## src/rtl/memgame_ctrl_if.sv

```systemverilog
// Keypad/display bundle for the memorization game sequencer.
// slave: controller side; master: keypad/host side.
interface memgame_ctrl_if;
  logic        start;
  logic        digit_valid;
  logic [3:0]  digit_in;
  logic        clear;
  logic [15:0] display;
  logic [15:0] target;
  logic [2:0]  state;
  logic        correct;
  logic        result_valid;
  logic [7:0]  score;
  logic [1:0]  lives;
  logic        game_over;

  modport slave (
    input  start, digit_valid, digit_in, clear,
    output display, target, state, correct,
    output result_valid, score, lives, game_over
  );

  modport master (
    output start, digit_valid, digit_in, clear,
    input  display, target, state, correct,
    input  result_valid, score, lives, game_over
  );
endinterface

```

## src/rtl/memgame_ctrl.sv

```systemverilog
// Memorization game sequencer: LFSR target, show, entry, check, score.
// Ports: clk, rst (sync, active high), bus (memgame_ctrl_if.slave):
//   in  start, digit_valid, digit_in[3:0], clear
//   out display[15:0], target[15:0], state[2:0], correct,
//       result_valid, score[7:0], lives[1:0], game_over
// Optional macro ENTRY_TIMEOUT_EN: forces CHECK after an idle
// stretch of TIMEOUT_CYCLES in ENTRY.
module memgame_ctrl #(
  parameter int unsigned SHOW_CYCLES    = 100000000,
  parameter int unsigned RESULT_CYCLES  = 50000000,
  parameter int unsigned LIVES          = 3,
  parameter logic [15:0] LFSR_SEED      = 16'hACE1,
  parameter int unsigned TIMEOUT_CYCLES = 500000000
) (
  input logic           clk,
  input logic           rst,
  memgame_ctrl_if.slave bus
);

  typedef enum logic [2:0] {
    S_IDLE   = 3'd0,
    S_GEN    = 3'd1,
    S_SHOW   = 3'd2,
    S_ENTRY  = 3'd3,
    S_CHECK  = 3'd4,
    S_RESULT = 3'd5,
    S_OVER   = 3'd6
  } state_t;

  // One counter serves SHOW, RESULT and the entry idle timer.
  localparam int unsigned M1 =
    (SHOW_CYCLES > RESULT_CYCLES) ? SHOW_CYCLES : RESULT_CYCLES;
  localparam int unsigned M2 =
    (M1 > TIMEOUT_CYCLES) ? M1 : TIMEOUT_CYCLES;
  localparam int CW = (M2 < 2) ? 1 : $clog2(M2 + 1);

  localparam logic [CW-1:0] SHOW_LAST = CW'(SHOW_CYCLES - 1);
  localparam logic [CW-1:0] RES_LAST  = CW'(RESULT_CYCLES - 1);
  localparam logic [CW-1:0] CNT_ONE   = CW'(1);
  localparam logic [1:0]    LIVES_INIT = 2'(LIVES);
`ifdef ENTRY_TIMEOUT_EN
  localparam logic [CW-1:0] TO_LAST = CW'(TIMEOUT_CYCLES - 1);
`endif

  state_t        state_q, state_d;
  logic [CW-1:0] cnt_q, cnt_d;
  logic [15:0]   lfsr_q, lfsr_d;
  logic [15:0]   target_q, target_d;
  logic [15:0]   buf_q, buf_d;
  logic [2:0]    num_q, num_d;
  logic          correct_q, correct_d;
  logic [7:0]    score_q, score_d;
  logic [1:0]    lives_q, lives_d;
  logic [15:0]   display_q, display_d;
  logic          rv_q, rv_d;
  logic          over_q, over_d;
  logic          accept;

  // Fold a raw nibble into 0..8.
  function automatic logic [3:0] fold(input logic [3:0] n);
    return (n >= 4'd9) ? (n - 4'd9) : n;
  endfunction

  assign accept = bus.digit_valid && (bus.digit_in <= 4'd8);

  always_comb begin
    state_d   = state_q;
    cnt_d     = cnt_q;
    target_d  = target_q;
    buf_d     = buf_q;
    num_d     = num_q;
    correct_d = correct_q;
    score_d   = score_q;
    lives_d   = lives_q;
    lfsr_d    = lfsr_q[0] ? ((lfsr_q >> 1) ^ 16'hB400)
                          : (lfsr_q >> 1);

    unique case (state_q)
      S_IDLE: begin
        if (bus.start) state_d = S_GEN;
      end
      S_GEN: begin
        target_d = {fold(lfsr_q[15:12]), fold(lfsr_q[11:8]),
                    fold(lfsr_q[7:4]),   fold(lfsr_q[3:0])};
        buf_d    = 16'hFFFF;
        num_d    = 3'd0;
        cnt_d    = '0;
        state_d  = S_SHOW;
      end
      S_SHOW: begin
        if (cnt_q == SHOW_LAST) begin
          cnt_d   = '0;
          state_d = S_ENTRY;
        end else begin
          cnt_d = cnt_q + CNT_ONE;
        end
      end
      S_ENTRY: begin
        // clear outranks a same-cycle digit
        priority case (1'b1)
          bus.clear: begin
            buf_d = 16'hFFFF;
            num_d = 3'd0;
            cnt_d = '0;
          end
          accept: begin
            buf_d = {buf_q[11:0], bus.digit_in};
            num_d = num_q + 3'd1;
            cnt_d = '0;
            if (num_q == 3'd3) state_d = S_CHECK;
          end
          default: begin
`ifdef ENTRY_TIMEOUT_EN
            if (cnt_q == TO_LAST) begin
              cnt_d   = '0;
              state_d = S_CHECK;
            end else begin
              cnt_d = cnt_q + CNT_ONE;
            end
`endif
          end
        endcase
      end
      S_CHECK: begin
        correct_d = (buf_q == target_q);
        if (buf_q == target_q) begin
          if (score_q != 8'hFF) score_d = score_q + 8'd1;
        end else begin
          if (lives_q != 2'd0) lives_d = lives_q - 2'd1;
        end
        cnt_d   = '0;
        state_d = S_RESULT;
      end
      S_RESULT: begin
        if (cnt_q == RES_LAST) begin
          cnt_d   = '0;
          state_d = (lives_q == 2'd0) ? S_OVER : S_GEN;
        end else begin
          cnt_d = cnt_q + CNT_ONE;
        end
      end
      S_OVER: begin
        if (bus.start) begin
          score_d   = 8'd0;
          lives_d   = LIVES_INIT;
          correct_d = 1'b0;
          state_d   = S_GEN;
        end
      end
      default: state_d = S_IDLE;
    endcase

    // Outputs are registered from the next-state view.
    display_d = 16'hFFFF;
    unique case (state_d)
      S_SHOW:           display_d = target_d;
      S_ENTRY, S_CHECK: display_d = buf_d;
      S_RESULT:         display_d = correct_d ? 16'h0000
                                              : 16'hFFFF;
      default:          display_d = 16'hFFFF;
    endcase
    rv_d   = (state_d == S_RESULT);
    over_d = (state_d == S_OVER);
  end

  always_ff @(posedge clk) begin
    if (rst) begin
      state_q   <= S_IDLE;
      cnt_q     <= '0;
      lfsr_q    <= LFSR_SEED;
      target_q  <= 16'h0000;
      buf_q     <= 16'hFFFF;
      num_q     <= 3'd0;
      correct_q <= 1'b0;
      score_q   <= 8'd0;
      lives_q   <= LIVES_INIT;
      display_q <= 16'hFFFF;
      rv_q      <= 1'b0;
      over_q    <= 1'b0;
    end else begin
      state_q   <= state_d;
      cnt_q     <= cnt_d;
      lfsr_q    <= lfsr_d;
      target_q  <= target_d;
      buf_q     <= buf_d;
      num_q     <= num_d;
      correct_q <= correct_d;
      score_q   <= score_d;
      lives_q   <= lives_d;
      display_q <= display_d;
      rv_q      <= rv_d;
      over_q    <= over_d;
    end
  end

  assign bus.display      = display_q;
  assign bus.target       = target_q;
  assign bus.state        = state_q;
  assign bus.correct      = correct_q;
  assign bus.result_valid = rv_q;
  assign bus.score        = score_q;
  assign bus.lives        = lives_q;
  assign bus.game_over    = over_q;

endmodule

```

## src/flat_wrapper.sv

```systemverilog
// flat-port wrapper written by rule: the top's interface ports become plain ports
module memgame_ctrl_flat 
#(
  parameter int unsigned SHOW_CYCLES    = 100000000,
  parameter int unsigned RESULT_CYCLES  = 50000000,
  parameter int unsigned LIVES          = 3,
  parameter logic [15:0] LFSR_SEED      = 16'hACE1,
  parameter int unsigned TIMEOUT_CYCLES = 500000000
)
  (clk, rst, bus_start, bus_digit_valid, bus_digit_in, bus_clear, bus_display, bus_target, bus_state, bus_correct, bus_result_valid, bus_score, bus_lives, bus_game_over);
  memgame_ctrl_if bus_i ();
  input logic clk;
  input logic rst;
  input wire logic [$bits(bus_i.start)-1:0] bus_start;
  input wire logic [$bits(bus_i.digit_valid)-1:0] bus_digit_valid;
  input wire logic [$bits(bus_i.digit_in)-1:0] bus_digit_in;
  input wire logic [$bits(bus_i.clear)-1:0] bus_clear;
  output wire logic [$bits(bus_i.display)-1:0] bus_display;
  output wire logic [$bits(bus_i.target)-1:0] bus_target;
  output wire logic [$bits(bus_i.state)-1:0] bus_state;
  output wire logic [$bits(bus_i.correct)-1:0] bus_correct;
  output wire logic [$bits(bus_i.result_valid)-1:0] bus_result_valid;
  output wire logic [$bits(bus_i.score)-1:0] bus_score;
  output wire logic [$bits(bus_i.lives)-1:0] bus_lives;
  output wire logic [$bits(bus_i.game_over)-1:0] bus_game_over;
  assign bus_i.start = bus_start;
  assign bus_i.digit_valid = bus_digit_valid;
  assign bus_i.digit_in = bus_digit_in;
  assign bus_i.clear = bus_clear;
  assign bus_display = bus_i.display;
  assign bus_target = bus_i.target;
  assign bus_state = bus_i.state;
  assign bus_correct = bus_i.correct;
  assign bus_result_valid = bus_i.result_valid;
  assign bus_score = bus_i.score;
  assign bus_lives = bus_i.lives;
  assign bus_game_over = bus_i.game_over;
  memgame_ctrl #(.SHOW_CYCLES(SHOW_CYCLES), .RESULT_CYCLES(RESULT_CYCLES), .LIVES(LIVES), .LFSR_SEED(LFSR_SEED), .TIMEOUT_CYCLES(TIMEOUT_CYCLES)) u_core (.clk(clk), .rst(rst), .bus(bus_i));
endmodule
```

## config.mk

```make
export PLATFORM = sky130hd
export DESIGN_NAME = memgame_ctrl_flat
export DESIGN_NICKNAME = d
export VERILOG_FILES = /design/src/rtl/memgame_ctrl_if.sv /design/src/rtl/memgame_ctrl.sv /design/src/flat_wrapper.sv
export SDC_FILE = /design/constraint.sdc
export NUM_CORES = 1
export LEC_CHECK = 0
export CAP_MARGIN = 15
export CORE_MARGIN = 2
export CORE_UTILIZATION = 56
export DETAILED_ROUTE_END_ITERATION = 8
export GPL_TIMING_DRIVEN = 0
export PLACE_DENSITY_LB_ADDON = 0.25
export SLEW_MARGIN = 20
export SYNTH_ARGS = -nofsm -noshare
export SYNTH_HDL_FRONTEND = slang
export SYNTH_SLANG_ARGS = --single-unit
```

## constraint.sdc

```tcl
create_clock -name clk -period 3.3 [get_ports clk]
set_input_delay 0.66 -clock clk [delete_from_list [all_inputs] [get_ports clk]]
set_output_delay 0.66 -clock clk [all_outputs]
set_load 0.005 [all_outputs]
```

Word level (Yosys, flattened, before mapping)
Cells that the tools add are included.

word-level totals
  input port bits = 9
  register bits after elaboration = 112
  output and inout bits = 48

cells by class
  mux-type cells = 37
  eq/ne operators = 22
  order comparisons = 5
  add/sub/neg operators = 8
  reductions and logical operators = 14
  bitwise operators = 1

operators by type and width
  cell                                                       count
  two-way mux 29 bit                                         4
  one-hot mux 29 bit (4 select lines)                        1
  two-way mux 16 bit                                         5
  one-hot mux 16 bit (3 select lines)                        1
  one-hot mux 16 bit (2 select lines)                        1
  adder 29 x 1 -> 29 bit (second input constant)             1
  equality test 29 x 26 -> 1 bit (second input constant)     1
  equality test 29 x 27 -> 1 bit (second input constant)     1
  two-way mux 3 bit                                          9
  two-way mux 8 bit                                          3
  equality test 3 bit (second input constant)                6
  one-hot mux 3 bit (6 select lines)                         1
  equality test 16 bit                                       1
  greater-or-equal comparator 4 bit (second input constant)  4
  two-way mux 4 bit                                          4
  one-hot mux 8 bit (2 select lines)                         1
  subtractor 4 bit (second input constant)                   4
  equality test 3 x 2 -> 1 bit (second input constant)       5
  adder 8 x 1 -> 8 bit (second input constant)               1
  != test 8 bit (second input constant)                      1
  AND reduction 4 bit                                        2
  two-way mux 2 bit                                          3
  != test 2 x 1 -> 1 bit (second input constant)             3
  one-hot mux 3 bit (2 select lines)                         1
  other kinds (17)                                           23

Logic depth before layout (Yosys ltp)
Gate-level depths: netlist of run 1.

  depth after elaboration = 8
  gate-level depth with buffers = 10

Worst setup path before layout of run 1
No wires, ideal clock.

  path type = input -> register
  start = input port bus_digit_in[0]
  end = register u_core.display_q[6] (netlist: u_core.bus.display[6])
  cell stages on the path = 8
  library setup time = 120 ps
  buffers on the path = 1
  arrival time = 2377 ps
  setup slack = 803 ps
  cell sequence = o31ai_2 > and4b_1 > a31oi_1 > a31o_2 > a311oi_2 > o21bai_4 > buf_6 > a211o_1

on the way
  longest elaborated chain between the ends = 8
  elaborated cells on any way between the ends = 14

RTL lines
  item                                                                 line                 RTL
  start: declaration                                                   flat_wrapper.sv:16   input wire logic [$bits(bus_i.digit_in)-1:0] bus_digit_in;
  <= comparator 4 bit (*)                                              memgame_ctrl.sv:64   assign accept = bus.digit_valid && (bus.digit_in <= 4'd8);
  logical AND 1 bit (*)                                                memgame_ctrl.sv:64
  two-way mux 3 bit (2 in series)                                      memgame_ctrl.sv:100  priority case (1'b1)
  one-hot mux 3 bit (6 select lines)                                   memgame_ctrl.sv:78   unique case (state_q)
  equality test 3 x 2 -> 1 bit or equality test 3 bit (tied branches)  memgame_ctrl.sv:155  unique case (state_d)
  OR reduction 2 bit                                                   memgame_ctrl.sv:155
  one-hot mux 16 bit (3 select lines) (*)                              memgame_ctrl.sv:155
  end signal: assignment                                               memgame_ctrl.sv:190  display_q <= display_d;
  end: declaration                                                     memgame_ctrl.sv:54   logic [15:0] display_q, display_d;

Every way passes the cells marked *; elsewhere a longest branch is shown, timed or not.
A chain may end at the register's enable or synchronous reset.

Final worst setup path of run 1
  start = input port bus_digit_in[0]
  end = register u_core.display_q[1] (netlist: u_core.bus.display[1])

The elaborated chain is that of the path after synthesis.

==> results.md, run 1 <==
Placed design:
- At the end of routability-driven placement, the weighted congestion stood at 0.897.
- The HPWL after detailed placement is 9780 um.
- At the placement stage, the worst setup path has a slack of 22.6 ps.
- In this run the tool buffered the top-level ports with 56 buffer cells.
- The placed instances occupy a cell area of 5980 um2.

Synthesis:
- The xor and xnor fraction of the mapped netlist area is 7.96%.
- After synthesis, the largest area contributor takes up 42.5% of total cell area.
- Summing the areas of all fa, ha and maj instances in the mapped netlist gives 3.08% of the synthesized area.
- For this run, asynchronously set or reset flops after synthesis account for 0%.
- The synthesized netlist devotes 15.5% of its cell area to compound gates.
- The number of enable flip-flop cells after synthesis is 0.
- The synthesized netlist devotes 27.3% of its cell area to simple gates.
- The synthesized instance count is 609.
- For this run, the number of Yosys warnings is 0.
- Sorting the synthesized cells by area gives the leading types as sky130_fd_sc_hd__dfxtp_1 (42%), sky130_fd_sc_hd__nor2_1 (5.8%), sky130_fd_sc_hd__xnor2_1 (4.1%).
- Each instance of the synthesized netlist takes up on average 8.67 um2.
- The register bit count reported by yosys is 112.
- After synthesis, the share of cell area in mux cells is 0.190%.
- The number of distinct standard cells referenced by the synthesized netlist is 64.
- The library cell occupying the most area in the post-synthesis netlist is sky130_fd_sc_hd__dfxtp_1.
- In the synthesized netlist the dominant register cell turns out to be sky130_fd_sc_hd__dfxtp_1.
- The area of the mapped netlist is 5280 um2.
- The number of nets produced by synthesis is 631.
- The largest family of logic cells by synthesized area is simple AND/OR/NAND/NOR gates.
- The share of the Yosys chip area taken by registers is 42.5%.

Die:
- The number of rows created at floorplan is 35.
- The total core area is 9200 um2.
- The count of boundary I/O pins is 57.
- The initial core utilization is 57.4%.
- The horizontal die dimension is 101 um.
- The floorplan step defined a die boundary enclosing 10200 um2.
- The die height is 101 um.

Worst setup path:
- The critical path data required time is 3580 ps.
- STA classifies the critical path startpoint as a primary input.
- Counting cells, the worst reg-to-reg path comes to 9.
- The arrival time reported for the critical path endpoint is 3240 ps.
- The kind of critical path is in -> reg.
- The reg-to-reg endpoint is u_core.bus.display[13]$_SDFF_PP1_.
- The nature of the critical path endpoint is a flop.
- The register-to-register setup slack is 430 ps.
- The origin of the critical flop-to-flop path is u_core.cnt_q[0]$_SDFFE_PP0P_.
- In this run the worst path has a maximum fanout of 10.

Clock network:
- The root buffer cell chosen for the clock tree is sky130_fd_sc_hd__clkbuf_8.
- No sink is reached through more buffers than the 2 on the longest clock path.
- After clock tree synthesis, the clock-pin slew on the worst setup and hold paths is 110 ps.
- TritonCTS built the clock tree.
- The total number of H-tree levels is 3.
- The number of cells upsized or downsized after cts is 0.
- The post-CTS setup repair buffer count is 0.
- The number of buffers inserted by hold repair at cts is 0.
- The CTS sink count is 112.
- Clock tree synthesis inserted a total of 9 buffers.
- For the worst-skew pair, the clock arrives at the later sink with an insertion delay of 390 ps.

Pwr:
- The peak ir drop on the vdd network is 0.390 mV.
- The design draws 2.62 mW.
- The cell leakage power is 2.30 nW.
- In this run the power density over the cells is 423 nW/um2.

Hold path:
- The type of the most critical hold path is reg -> reg.
- The path with the worst hold slack has its endpoint at u_core.lfsr_q[1]$_SDFF_PP0_.
- Counting instances, the worst hold path has a depth of 1.
- The hold path startpoint is u_core.lfsr_q[2]$_SDFF_PP0_.

Timing:
- The total count of hold-check failures in the final report is 0.
- The count of pins over their slew limit is 0.
- Setup repair after global routing left no endpoint under its margin.
- The routed design could run at a clock period as short as 2970 ps.
- Measured against its own limit, the worst slew margin works out to 43.3%.
- Setup violations remaining at the end of the flow were counted as 0.
- The setup clock skew after layout is 16.4 ps.
- The summed negative setup slack over all endpoints is 0 ps.
- The worst setup margin is 335 ps.
- Based on the critical path, the design can be clocked at up to 337 MHz.
- The ratio of final minimum period to clock period is 89.9%.
- For the pin with the worst max-slew slack, the measured transition is 843 ps.

Route:
- The wire length per cell after detailed routing is 16.8 um.
- The routed layout has 4661 vias.
- The vias per cell is 5.89.
- The total wire length is 13300 um.
- The number of nets with antenna violations after routing is 0.
- The post-detailed-route DRC marker count is 0.
- The first-iteration detailed-routing DRC count is 265.
- The first detailed-routing pass ran for 4 iterations.

Finish:
- In the final design database the tool counted 698 nets.
- Relative to the synthesized area, the layout overhead comes to 17.2%.
- The design area is 6190 um2.
- The number of antenna repair diodes is 0.
- The fraction of layout cells with a size suffix above 1 is 8.37%.

GRT:
- The maximum number of pins on one net before global-route repair is 23.
- The wire length of the first global-routing pass is 21500 um.
- The total overflow left after global routing is 0.
- The number of global-route vias before repair is 4358.
- The initial antenna violation count is 0.
- The total track usage is 26.8%.

Run status:
- The flow ran to the end, and the final reports show no timing, DRC or antenna violations.

Run:
- The tool flagged a number of max-cap violations equal to 0.
==> metal layers <==
| layer | share of wire, % | routed length (um) | track usage [%] | up-vias |
|---|---|---|---|---|
| met1 | 44 | 5920 | 36.0 | 2241 |
| met2 | 47 | 6300 | 44.4 | 148 |
| met4 | 2.1 | 283 | 9.36 | 0 |
| met3 | 6.2 | 826 | 3.95 | 20 |
| met5 | 0 | 0 | 0 | - |
| li1 | - | - | - | 2252 |
==> cell families (layout without fill, tap and decap cells) <==
group | count (synthesis) | in the layout
and+or+nand+nor | 270 | 270
buffers and inverters | 43 | 115
AOI/OAI and AO/OA | 122 | 122
DFF | 112 | 112
adders and majority gates | 13 | 13
muxes | 1 | 1
xor gates and xnor gates | 48 | 48
==> how the worst max path moves through the flow <==
| stage | depth (start not counted) | start | slack, ps | end |
|---|---|---|---|---|
| finish | 9 | bus_digit_in[0] | 330 | u_core.bus.display[1]$_SDFF_PP1_ |
| floorplan | 8 | bus_digit_in[0] | 800 | u_core.bus.display[6]$_SDFF_PP1_ |
| global route | 9 | u_core.cnt_q[0]$_SDFFE_PP0P_ | 220 | u_core.bus.display[9]$_SDFF_PP1_ |
| global placement | 9 | bus_digit_in[0] | 20 | u_core.bus.display[15]$_SDFF_PP1_ |
| detailed placement | 9 | bus_digit_in[0] | 20 | u_core.bus.display[1]$_SDFF_PP1_ |
| CTS | 9 | bus_digit_in[0] | 410 | u_core.bus.display[1]$_SDFF_PP1_ |
==> final cells by class <==
type                            instances  area, um2
Tap cell                              111        139
Inverter                               18       67.6
Clock buffer                            9        124
Sequential cell                       112       2240
Buffer                                 25        114
Fill cell                             756       3010
Multi-Input combinational cell        454       2860
Timing Repair Buffer                   56        561
Clock inverter                          7       86.3
==> synth_stat cells, types with 3 or more instances <==
master	n
sky130_fd_sc_hd__xor2_1	23
sky130_fd_sc_hd__nor2_1	81
sky130_fd_sc_hd__and2_1	4
sky130_fd_sc_hd__nand4b_1	5
sky130_fd_sc_hd__and4_1	3
sky130_fd_sc_hd__o22ai_1	16
sky130_fd_sc_hd__nand3_1	22
sky130_fd_sc_hd__nand4_1	8
sky130_fd_sc_hd__nor4_1	4
sky130_fd_sc_hd__xnor2_1	25
sky130_fd_sc_hd__nand2_1	47
sky130_fd_sc_hd__o21bai_1	3
sky130_fd_sc_hd__a22oi_1	3
sky130_fd_sc_hd__a211o_2	6
sky130_fd_sc_hd__o21ai_0	28
sky130_fd_sc_hd__nor3b_1	4
sky130_fd_sc_hd__buf_2	7
sky130_fd_sc_hd__dfxtp_1	112
sky130_fd_sc_hd__or2_2	8
sky130_fd_sc_hd__ha_1	13
sky130_fd_sc_hd__a211o_1	10
sky130_fd_sc_hd__clkbuf_1	15
sky130_fd_sc_hd__nand2b_1	26
sky130_fd_sc_hd__nor3_1	8
sky130_fd_sc_hd__a211oi_1	5
sky130_fd_sc_hd__a21oi_1	26
sky130_fd_sc_hd__a31oi_1	8
sky130_fd_sc_hd__inv_1	18
sky130_fd_sc_hd__a21boi_0	3
sky130_fd_sc_hd__and3_1	8
sky130_fd_sc_hd__nor2b_1	21
==> state kept, by name, summed over array words and instances (netlist names), 3 cells and up <==
signal and flops:
u_core.bus.display 16, u_core.num_q 3, u_core.bus.score 8, u_core.bus.target 16, u_core.bus.state 3, u_core.lfsr_q 16
u_core.cnt_q 29, u_core.buf_q 16
==> critical path: stages <==
cell                              delay [ps]
sky130_fd_sc_hd__clkdlybuf4s50_1         450
sky130_fd_sc_hd__o31ai_2                 430
sky130_fd_sc_hd__and4b_1                 300
sky130_fd_sc_hd__a31oi_1                 120
sky130_fd_sc_hd__a31o_2                  280
sky130_fd_sc_hd__a21oi_2                 390
sky130_fd_sc_hd__buf_4                   270
sky130_fd_sc_hd__nor2_1                   70
sky130_fd_sc_hd__a211o_2                 270
==> report_power, final <==
part,internal (mW),leakage (nW),total [mW],switching [mW]
Sequential,1.40,0.912,1.43,0.0349
Combinational,0.159,1.28,0.351,0.191
Clock,0.306,0.105,0.834,0.528
==> metrics by stage <==
stage	utilization [%]	hold slack, ps	std cells
after floorplan	-	444	609
after global placement	65.0	459	776
after detailed placement	65.0	481	776
after CTS	67.3	496	792
after global routing	67.3	522	792
final	67.3	502	792
==> cell usage in the layout, fill, tap and decap left out, types with 4 or more instances in the layout <==
cell type                         count
sky130_fd_sc_hd__a21oi_1             26
sky130_fd_sc_hd__o22ai_1             16
sky130_fd_sc_hd__nand2_1             47
sky130_fd_sc_hd__nand4b_1             5
sky130_fd_sc_hd__clkbuf_1            15
sky130_fd_sc_hd__buf_2                7
sky130_fd_sc_hd__inv_1               18
sky130_fd_sc_hd__nor3b_1              4
sky130_fd_sc_hd__nand3_1             22
sky130_fd_sc_hd__clkbuf_8             9
sky130_fd_sc_hd__nor3_1               8
sky130_fd_sc_hd__ha_1                13
sky130_fd_sc_hd__xnor2_1             25
sky130_fd_sc_hd__o21ai_0             28
sky130_fd_sc_hd__nand2b_1            26
sky130_fd_sc_hd__nor2b_1             21
sky130_fd_sc_hd__dfxtp_1            112
sky130_fd_sc_hd__a31oi_1              8
sky130_fd_sc_hd__or2_2                8
sky130_fd_sc_hd__a211o_2              6
sky130_fd_sc_hd__a211oi_1             5
sky130_fd_sc_hd__clkdlybuf4s50_1     56
sky130_fd_sc_hd__nor4_1               4
sky130_fd_sc_hd__and3_1               8
sky130_fd_sc_hd__and2_1               4
sky130_fd_sc_hd__nor2_1              81
sky130_fd_sc_hd__nand4_1              8
sky130_fd_sc_hd__xor2_1              23
sky130_fd_sc_hd__a211o_1             10
(Power assumes the default switching activity.)
==> run 2, diff against run 1 <==
==> constraint.sdc (replaced) <==
create_clock -name clk -period 2.8 [get_ports clk]
set_input_delay 0.56 -clock clk [delete_from_list [all_inputs] [get_ports clk]]
set_output_delay 0.56 -clock clk [all_outputs]
set_load 0.005 [all_outputs]
==> results.md, run 2 (synthesis results as in run 1) <==
Run status:
- The run finished with clean final reports.

GRT:
- The number of global-route vias before repair came to 4358.
- The first global-routing pass estimated 21500 um of wire.
- The total track usage is 26.8%.
- The maximum number of pins on one net before global-route repair is 23.
- The initial antenna violation count came to 0.
- The overflow left after global routing is 0.

Finish:
- After the last flow step, the layout net total stands at 698.
- The library cells used most frequently in the layout, excluding fill and tap cells, are sky130_fd_sc_hd__dfxtp_1 (111), sky130_fd_sc_hd__nor2_1 (80), sky130_fd_sc_hd__clkdlybuf4s50_1 (54).
- The count of filler cells inserted in the layout is 757.
- The flip-flop count of the largest register, all copies and words added is 29.
- In the final layout, flip-flops and latches occupy 2240 um2.
- After routing the design area is 6250 um2.
- 0 antenna diodes ended up in the layout.
- After the flow finishes, the layout carries non-filler instances totaling 792.
- The fraction of layout cells with a size suffix above 1 is 9.40%.
- The multi-input combinational cells in the finished layout cover a total of 2910 um2.
- The utilization after layout is 67.9%.
- The leading cell type in the layout, fill and taps excluded is sky130_fd_sc_hd__dfxtp_1.
- Ranked by flip-flop count, first place goes to u_core.cnt_q.
- The area added between synthesis and finish is 18.3%.

Die:
- The count of boundary I/O pins is 57.
- The initial core utilization is 57.4%.
- The die covers 10200 um2.
- Measured along the y axis, the die boundary spans 101 um.
- The floorplan has 35 rows.
- The total core area is 9200 um2.
- The horizontal die dimension is 101 um.

Worst setup path:
- The category of cells accounting for the largest share of critical-path delay is compound AO/OA/AOI/OAI gates.
- At the worst endpoint, the arrival time is 2990 ps.
- Setup slack on the worst reg-to-reg path comes out at 160 ps.
- The worst register-to-register path begins at u_core.cnt_q[1]$_SDFFE_PP0P_.
- On the worst path, the slowest cell contributes a delay of 470 ps.
- The number of cells on the worst reg-to-reg path is 9.
- The type of origin of the critical path is a primary input.
- The critical path data required time is 3090 ps.
- The nature of the critical path endpoint is a flop.
- The kind of critical path is in -> reg.
- The peak fanout along the critical path is 10.
- Among all stages on the critical path, the largest delay is contributed by sky130_fd_sc_hd__clkdlybuf4s50_1.
- In this run the critical register-to-register path is captured at u_core.bus.display[13]$_SDFF_PP1_.
- Together, buffers and inverters on the worst path number 2.
- The signal on the critical path passes through clkdlybuf4s50_1 -> o31ai_4 -> and4b_1 -> a31oi_1 -> a31o_2 -> a311oi_2 -> o21bai_4 -> buf_6 -> a211o_1.

Pwr:
- The peak ir drop on the vdd network is 0.465 mV.
- The power density of the placed cells is 495 nW/um2.
- The total power after layout is 3.09 mW.
- The cell leakage power is 2.35 nW.

Clock network:
- The clock-pin transition on the worst setup and hold timing paths is 110 ps.
- The clock net in this run drives a total of 112 sinks.
- The number of buffers inserted by hold repair at cts is 0.
- The maximum clock insertion buffer count is 2.
- The TritonCTS clock tree is done.
- The root buffer cell chosen for the clock tree is sky130_fd_sc_hd__clkbuf_8.
- Clock tree synthesis inserted a total of 9 buffers.
- The H-tree generated during clock tree synthesis spans 3 levels.
- The insertion delay to the later sink of the worst-skew pair is 400 ps.

Route:
- After detailed routing, the number of vias per cell comes to 5.92.
- The first-iteration detailed-routing DRC count is 252.
- The detailed router placed 4685 vias in this run.
- The wire length per cell after detailed routing is 17.0 um.
- The total wire length is 13400 um.
- The length of the first detailed-routing pass in iterations is 5.
- The number of nets with antenna violations after routing is 0.
- For this run, design rule violations remaining after detail routing come to 0.

Placed design:
- After detailed placement, the design holds a cell count of 776.
- Input and output buffers added on the ports amount to 56.
- The worst setup slack before clock tree synthesis is -377 ps.
- The HPWL after detailed placement is 9780 um.
- After detailed placement, the total cell area comes to 5980 um2.
- The routability congestion estimate from global placement is 0.897.

Timing:
- After layout, the worst setup slack is 99.0 ps.
- The total count of hold-check failures in the final report is 0.
- The fmax is 370 MHz.
- Setup violations remaining at the end of the flow were counted as 0.
- The ratio of final minimum period to clock period is 96.5%.
- Setup repair after global routing left no endpoint under its margin.
- The post-layout minimum cycle time is 2700 ps.
- The setup clock skew after layout is 16.3 ps.
- The count of pins over their slew limit is 0.
- The headroom to the max-slew limit is 43.7%.
- The measured slew at the worst slew-check pin is 842 ps.

Hold path:
- Along the worst hold path, the cell count comes to 1.
- The type of the most critical hold path is reg -> reg.
- The startpoint identified for the worst hold timing path is u_core.lfsr_q[2]$_SDFF_PP0_.
- The worst hold path terminates at u_core.lfsr_q[1]$_SDFF_PP0_.

Run:
- The tool flagged a number of max-cap violations equal to 0.
==> run 2: worst max-delay path by stage <==
stage	startpoint	slack (ps)	to	depth (start not counted)
floorplan	bus_digit_in[0]	400	u_core.bus.display[6]$_SDFF_PP1_	8
global placement	bus_digit_in[0]	-380	u_core.bus.display[15]$_SDFF_PP1_	9
detailed placement	bus_digit_in[0]	-380	u_core.bus.display[1]$_SDFF_PP1_	9
CTS	bus_digit_in[0]	9	u_core.bus.display[1]$_SDFF_PP1_	9
global route	u_core.cnt_q[1]$_SDFFE_PP0P_	20	u_core.bus.display[9]$_SDFF_PP1_	9
finish	bus_digit_in[0]	100	u_core.bus.display[13]$_SDFF_PP1_	9
==> run 2: cell type report <==
class,instances,area share (%)
Buffer,25,1.82
Clock buffer,9,1.98
Clock inverter,7,1.38
Inverter,18,1.08
Multi-Input combinational cell,454,46.6
Sequential cell,112,35.9
Tap cell,111,2.22
Timing Repair Buffer,56,9.05
==> run 2: metrics by stage <==
step                hold WS [ps]  TNS [ps]
finish                       502         0
detailed placement           481    -11600
global placement             459     -9690
floorplan                    444         0
global route                 522         0
CTS                          496         0
==> run 2: layer usage <==
metal  vias up  global-route usage (%)  wire (um)
met2       168                    44.4       6370
met5         -                       0          0
li1       2254                       -          -
met1      2240                    36.0       5970
met3        23                    3.95        805
met4         0                    9.36        308
==> run 2: worst register-to-register path, delay by kind of cell, from the launching register on <==
kind | cells | cell delay, ps
buf+inv | 1 | 180
flops | 1 | 400
compound gates | 4 | 1070
fa+ha+maj | 1 | 250
simple gates | 3 | 660
==> run 2: timing repair <==
action | in CTS | in global routing
buffers inserted | 0 | 0
endpoints found under the setup margin | 4 | 19
pin swaps | 0 | 5
gates cloned | 0 | 0
endpoints found under the hold margin | 0 | 0
gates resized for setup | 1 | 12
==> run 2: power by group <==
part	internal [mW]	switching, mW	total, mW
sequential	1.65	0.0410	1.69
clock	0.360	0.625	0.986
combinational	0.189	0.230	0.419
